File: src/rtl/multicycle_main_control.sv
// Main control FSM for the multicycle RV64I-subset datapath (R-type, ld, sd, beq).
// Drives ALUOp, datapath enables and mux selects; counts retired instructions.
module multicycle_main_control #(
   parameter int         CNT_W  = 16,
   parameter logic [6:0] OP_R   = 7'b0110011,
   parameter logic [6:0] OP_LD  = 7'b0000011,
   parameter logic [6:0] OP_SD  = 7'b0100011,
   parameter logic [6:0] OP_BEQ = 7'b1100011
) (
   input  logic             clk,
   input  logic             rst_n,
   input  logic [6:0]       Opcode,
   input  logic             mem_ready,
   output logic [1:0]       ALUOp,
   output logic             ALUSrcA,
   output logic [1:0]       ALUSrcB,
   output logic             PCSource,
   output logic             PCWrite,
   output logic             PCWriteCond,
   output logic             IorD,
   output logic             MemRead,
   output logic             MemWrite,
   output logic             IRWrite,
   output logic             MemtoReg,
   output logic             RegWrite,
   output logic             illegal_op,
   output logic [CNT_W-1:0] retired,
   output logic [3:0]       state_dbg
);

   typedef enum logic [3:0] {
      S_FETCH     = 4'd0,
      S_DECODE    = 4'd1,
      S_MEM_ADDR  = 4'd2,
      S_MEM_READ  = 4'd3,
      S_MEM_WB    = 4'd4,
      S_MEM_WRITE = 4'd5,
      S_EXECUTE   = 4'd6,
      S_R_WB      = 4'd7,
      S_BRANCH    = 4'd8
   } state_t;

   state_t           state_reg;
   logic [CNT_W-1:0] retired_reg;
   logic             retire;

   // An instruction retires on the edge that leaves its final state.
   assign retire = (state_reg == S_MEM_WB) || (state_reg == S_R_WB) ||
                   (state_reg == S_BRANCH) ||
                   ((state_reg == S_MEM_WRITE) && mem_ready);

   always_ff @(posedge clk or negedge rst_n) begin
      if (!rst_n) begin
         state_reg   <= S_FETCH;
         retired_reg <= '0;
      end else begin
         if (retire)
            retired_reg <= retired_reg + CNT_W'(1);
         case (state_reg)
            S_FETCH:     if (mem_ready) state_reg <= S_DECODE;
            S_DECODE: begin
               if (Opcode == OP_LD || Opcode == OP_SD) state_reg <= S_MEM_ADDR;
               else if (Opcode == OP_R)                state_reg <= S_EXECUTE;
               else if (Opcode == OP_BEQ)              state_reg <= S_BRANCH;
               else                                    state_reg <= S_FETCH;
            end
            S_MEM_ADDR:  state_reg <= (Opcode == OP_SD) ? S_MEM_WRITE : S_MEM_READ;
            S_MEM_READ:  if (mem_ready) state_reg <= S_MEM_WB;
            S_MEM_WRITE: if (mem_ready) state_reg <= S_FETCH;
            S_EXECUTE:   state_reg <= S_R_WB;
            default:     state_reg <= S_FETCH;
         endcase
      end
   end

   // Outputs decode from the state register; rst_n low masks everything at once.
   always_comb begin
      ALUOp       = 2'b00;
      ALUSrcA     = 1'b0;
      ALUSrcB     = 2'b00;
      PCSource    = 1'b0;
      PCWrite     = 1'b0;
      PCWriteCond = 1'b0;
      IorD        = 1'b0;
      MemRead     = 1'b0;
      MemWrite    = 1'b0;
      IRWrite     = 1'b0;
      MemtoReg    = 1'b0;
      RegWrite    = 1'b0;
      illegal_op  = 1'b0;
      if (rst_n) begin
         case (state_reg)
            S_FETCH: begin
               MemRead = 1'b1;
               ALUSrcB = 2'b01;
               IRWrite = mem_ready;
               PCWrite = mem_ready;
            end
            S_DECODE: begin
               ALUSrcB    = 2'b10;
               illegal_op = !(Opcode == OP_R || Opcode == OP_LD ||
                              Opcode == OP_SD || Opcode == OP_BEQ);
            end
            S_MEM_ADDR: begin
               ALUSrcA = 1'b1;
               ALUSrcB = 2'b10;
            end
            S_MEM_READ: begin
               MemRead = 1'b1;
               IorD    = 1'b1;
            end
            S_MEM_WB: begin
               RegWrite = 1'b1;
               MemtoReg = 1'b1;
            end
            S_MEM_WRITE: begin
               MemWrite = 1'b1;
               IorD     = 1'b1;
            end
            S_EXECUTE: begin
               ALUSrcA = 1'b1;
               ALUOp   = 2'b10;
            end
            S_R_WB:  RegWrite = 1'b1;
            S_BRANCH: begin
               ALUSrcA     = 1'b1;
               ALUOp       = 2'b01;
               PCWriteCond = 1'b1;
               PCSource    = 1'b1;
            end
            default: ;
         endcase
      end
   end

   assign retired   = rst_n ? retired_reg : '0;
   assign state_dbg = rst_n ? state_reg : 4'd0;

endmodule

File: config.mk
export PLATFORM = sky130hd
export DESIGN_NAME = multicycle_main_control
export DESIGN_NICKNAME = d
export VERILOG_FILES = /design/src/rtl/multicycle_main_control.sv
export SDC_FILE = /design/constraint.sdc
export NUM_CORES = 1
export LEC_CHECK = 0
export ABC_AREA = 0
export ABC_CLOCK_PERIOD_IN_PS = 1500
export CAP_MARGIN = 20
export CORE_MARGIN = 5
export CORE_UTILIZATION = 28
export DETAILED_ROUTE_END_ITERATION = 16
export GPL_TIMING_DRIVEN = 0
export RECOVER_POWER = 50
export SLEW_MARGIN = 30
export SYNTH_ARGS = -nofsm -noshare
export SYNTH_HDL_FRONTEND = slang
export SYNTH_SLANG_ARGS = --single-unit
File: constraint.sdc
create_clock -name clk -period 1.5 [get_ports clk]
set_input_delay 0.15 -clock clk [delete_from_list [all_inputs] [get_ports clk]]
set_output_delay 0.15 -clock clk [all_outputs]
set_load 0.02 [all_outputs]
==> results.md <==
• **CTS Sinks** 20
• **number of primary I/O pins** 45
• **cell at the root of the clock tree** sky130_fd_sc_hd__clkbuf_8
• **count of flip-flops with a built-in enable after synthesis** 0
• **ys async rst share** 100%
• **number of vias per cell after detailed routing** 4.98
• **Yosys top cell by area** sky130_fd_sc_hd__dfrtp_1
• **total wire length** 3710 µm
• **total CTS buffers** 3
• **portion of total power attributed to combinational logic** 45.4%
• **failing checks** setup timing
• **first-pass GRT wire length** 6350 µm
• **most used flip-flop cell after synthesis** sky130_fd_sc_hd__dfrtp_1
• **CP Class** reg2out
• **cell area after technology mapping** 0.00133 mm²
• **Seq/Total Area, Yosys** 37.8%
• **startpoint class of the critical path** flip-flop
• **slew of the pin with the lowest slew margin** 1090 ps
• **Final Hold Violating Endpoints** 0
• **Synth top area share** 37.8%
• **clock tree skew after final layout** 10.1 ps
• **maximum ir drop on the vdd rail** 0.000532 V
• **Data required, critical path** 1350 ps
• **remaining number of nets flagged by the antenna check after routing** 0
• **total power per unit cell area** 1030 mW/mm²
• **clock transition at the registers of the reported paths** 80 ps
• **die outline width** 78.8 µm
• **relative area change from synthesis to final layout** 65.3%
• **post-synthesis register bit count** 20
• **Synth Area per Inst** 8.95 µm²
• **unique cell type count in the Yosys netlist** 36
• **proportion of layout cells with a drive suffix above 1** 38.7%
• **Slew HR** 27.1%
• **reg2reg start** state_reg[0]
• **Largest register FFs** 16
• **CTS tree** built
• **R2R Path End** retired_reg[7]
• **number of maximum-capacitance violations** 0
• **overflow left after global routing** 0
• **Max Buffers Root-to-Sink** 2
• **smallest setup slack after layout** -153 ps
• **number of nets produced by synthesis** 159
• **clock power share** 24.1%
• **DP HPWL** 2450 µm
• **Final nets** 224
• **DR vias** 1325
• **minimum clock period** 1650 ps
• **register share of total power** 30.5%
• **Placeable Area** 0.00466 mm²
• **synth top area cells** sky130_fd_sc_hd__dfrtp_1 (38%), sky130_fd_sc_hd__and2_1 (12%), sky130_fd_sc_hd__xnor2_1 (9.3%)
• **f_max** 605 MHz
• **count of port buffers added during placement** 44
• **total setup violations reported at the end of the flow** 24
• **Pre-antenna DRT Iters** 4
• **Placement Rows** 25
• **net switching fraction of the power** 36.1%
• **CTS H-tree lvls** 1
• **die area** 0.00621 mm²
• **Critical Path Start** state_reg[3]
• **RD Place Congestion** 0.704
• **setup repair after global routing missed its margin** true
• **vias in the first global route** 1388
• **DRC marker count from the first detailed-route iteration** 51
• **count of final max-slew check failures** 0
• **height of the die** 78.8 µm
• **overall fraction of global-route tracks in use** 12.6%
• **total net switching power** 816 µW
• **crit end category** primary output
• **drc violations** 0
• **result of the run** finished, violations left
• **total power** 2260 µW
• **most common cell in the synthesized netlist** sky130_fd_sc_hd__and2_1
• **worst hold slack across all endpoints** 456 ps
• **final standard cell utilization of the core** 47.0%
• **number of cells in the finished layout apart from fillers** 266
• **cell count after synthesis** 148
• **depth of the most critical reg-to-reg path** 6
• **Cell Int Power** 1450 µW
• **internal reg-to-reg setup slack** -130 ps
• **crit-path max FO** 5
• **Wirelength per Cell** 13.9 µm
• **portion of the clock cycle consumed by the worst path in the final layout** 110%
• **leakage component of the power** 0.00104 µW
• **class of the tightest hold or removal check** in2async
• **Post-Place Setup Slack** -741 ps
• **Filler Cells Inserted** 459
• **arrival time reported for the critical path endpoint** 1500 ps
• **clock insertion delay at the later pin of the skew report** 260 ps
• **number of antenna violations at the first check in global routing** 0
• **diode insertion count for antenna repair** 0
• **effective utilization at floorplan** 28.4%
• **placed cell count** 246
• **largest net degree at the start of global routing** 21
• **leading post-synthesis cells by instance count** sky130_fd_sc_hd__and2_1 (26), sky130_fd_sc_hd__dfrtp_1 (20), sky130_fd_sc_hd__xnor2_1 (14)
• **yosys warns** 0
[layer usage]
metal / up-vias / share of wire (%) / wire length [µm] / GRT usage [%]
li1: 644 / - / - / -
met1: 623 / 44 / 1630 / 15.3
met5: - / 0 / 0 / 0
met2: 52 / 47 / 1750 / 21.3
met4: 0 / 1.4 / 51 / 4.55
met3: 6 / 7.5 / 278 / 3.17
[how the worst max path moves through the flow]
stage                     cells after the start  slack (ps)        endpoint
after floorplan                               5         -30         PCWrite
after global placement                        6       -1500         PCWrite
after detailed placement                      6        -740         PCWrite
after CTS                                     6        -120         PCWrite
after global routing                          6        -210  retired_reg[9]
final                                         6        -150         PCWrite
[timing repair]
item / in CTS / in global routing
hold buffers: 1 / 0
endpoints found under the hold margin: 20 / 0
pin swaps: 8 / 16
buffers inserted: 13 / 1
gates resized for setup: 133 / 39
endpoints found under the setup margin: 51 / 34
cloned: 1 / 0
[layout make-up]
type                            count  area, µm²  area share [%]
Multi-Input combinational cell    115        917            41.9
Timing Repair Buffer               60        524            23.9
Sequential cell                    20        504            23.0
Buffer                             10       92.6            4.23
Tap cell                           54       67.6            3.08
Clock buffer                        3       41.3            1.88
Clock inverter                      1       30.0            1.37
Inverter                            3       13.8           0.628
[layout by cell type (no fill, tap or decap), types with 5 or more instances in the layout]
master                            synthesis  final
sky130_fd_sc_hd__dlygate4sd2_1            0     16
sky130_fd_sc_hd__buf_6                    1     15
sky130_fd_sc_hd__and3_1                   6      5
sky130_fd_sc_hd__dfrtp_1                 20     17
sky130_fd_sc_hd__xnor2_1                 14     13
sky130_fd_sc_hd__buf_4                    2     20
sky130_fd_sc_hd__nand4_1                  9      9
sky130_fd_sc_hd__clkdlybuf4s50_1          0      8
sky130_fd_sc_hd__and2_1                  26     24
[critical path, stage by stage (launching register included)]
cell	delay, ps
sky130_fd_sc_hd__dfrtp_1	390
sky130_fd_sc_hd__buf_8	140
sky130_fd_sc_hd__nor2b_4	160
sky130_fd_sc_hd__nand2_4	100
sky130_fd_sc_hd__nor4_4	180
sky130_fd_sc_hd__buf_4	160
sky130_fd_sc_hd__buf_6	100
[cell families (layout without fill, tap and decap cells)]
logic type      Yosys count  in the layout  synth area share (%)
simple gates             83             83                  38.0
xor+xnor                 16             16                  10.6
flops                    20             20                  37.8
mux                       2              2                  1.61
fa+ha+maj                 1              1                 0.944
buf+inv                  13             77                  4.91
compound gates           13             13                  6.23
[power groups by stage]
stage | Combinational (µW) | Clock [µW] | Sequential [µW]
floorplan | 512 | 0 | 661
global placement | 810 | 0 | 681
detailed placement | 806 | 0 | 680
CTS | 900 | 555 | 677
global route | 1120 | 570 | 702
finish | 1030 | 545 | 690
[stage by stage]
stage / instance area [µm²] / setup TNS [ps]
floorplan: 1360 / -33.5
global placement: 1870 / -45800
detailed placement: 1860 / -19490
CTS: 2100 / -1830
global route: 2190 / -4150
finish: 2190 / -2450
Note: power is estimated with default switching activity, not from simulation.
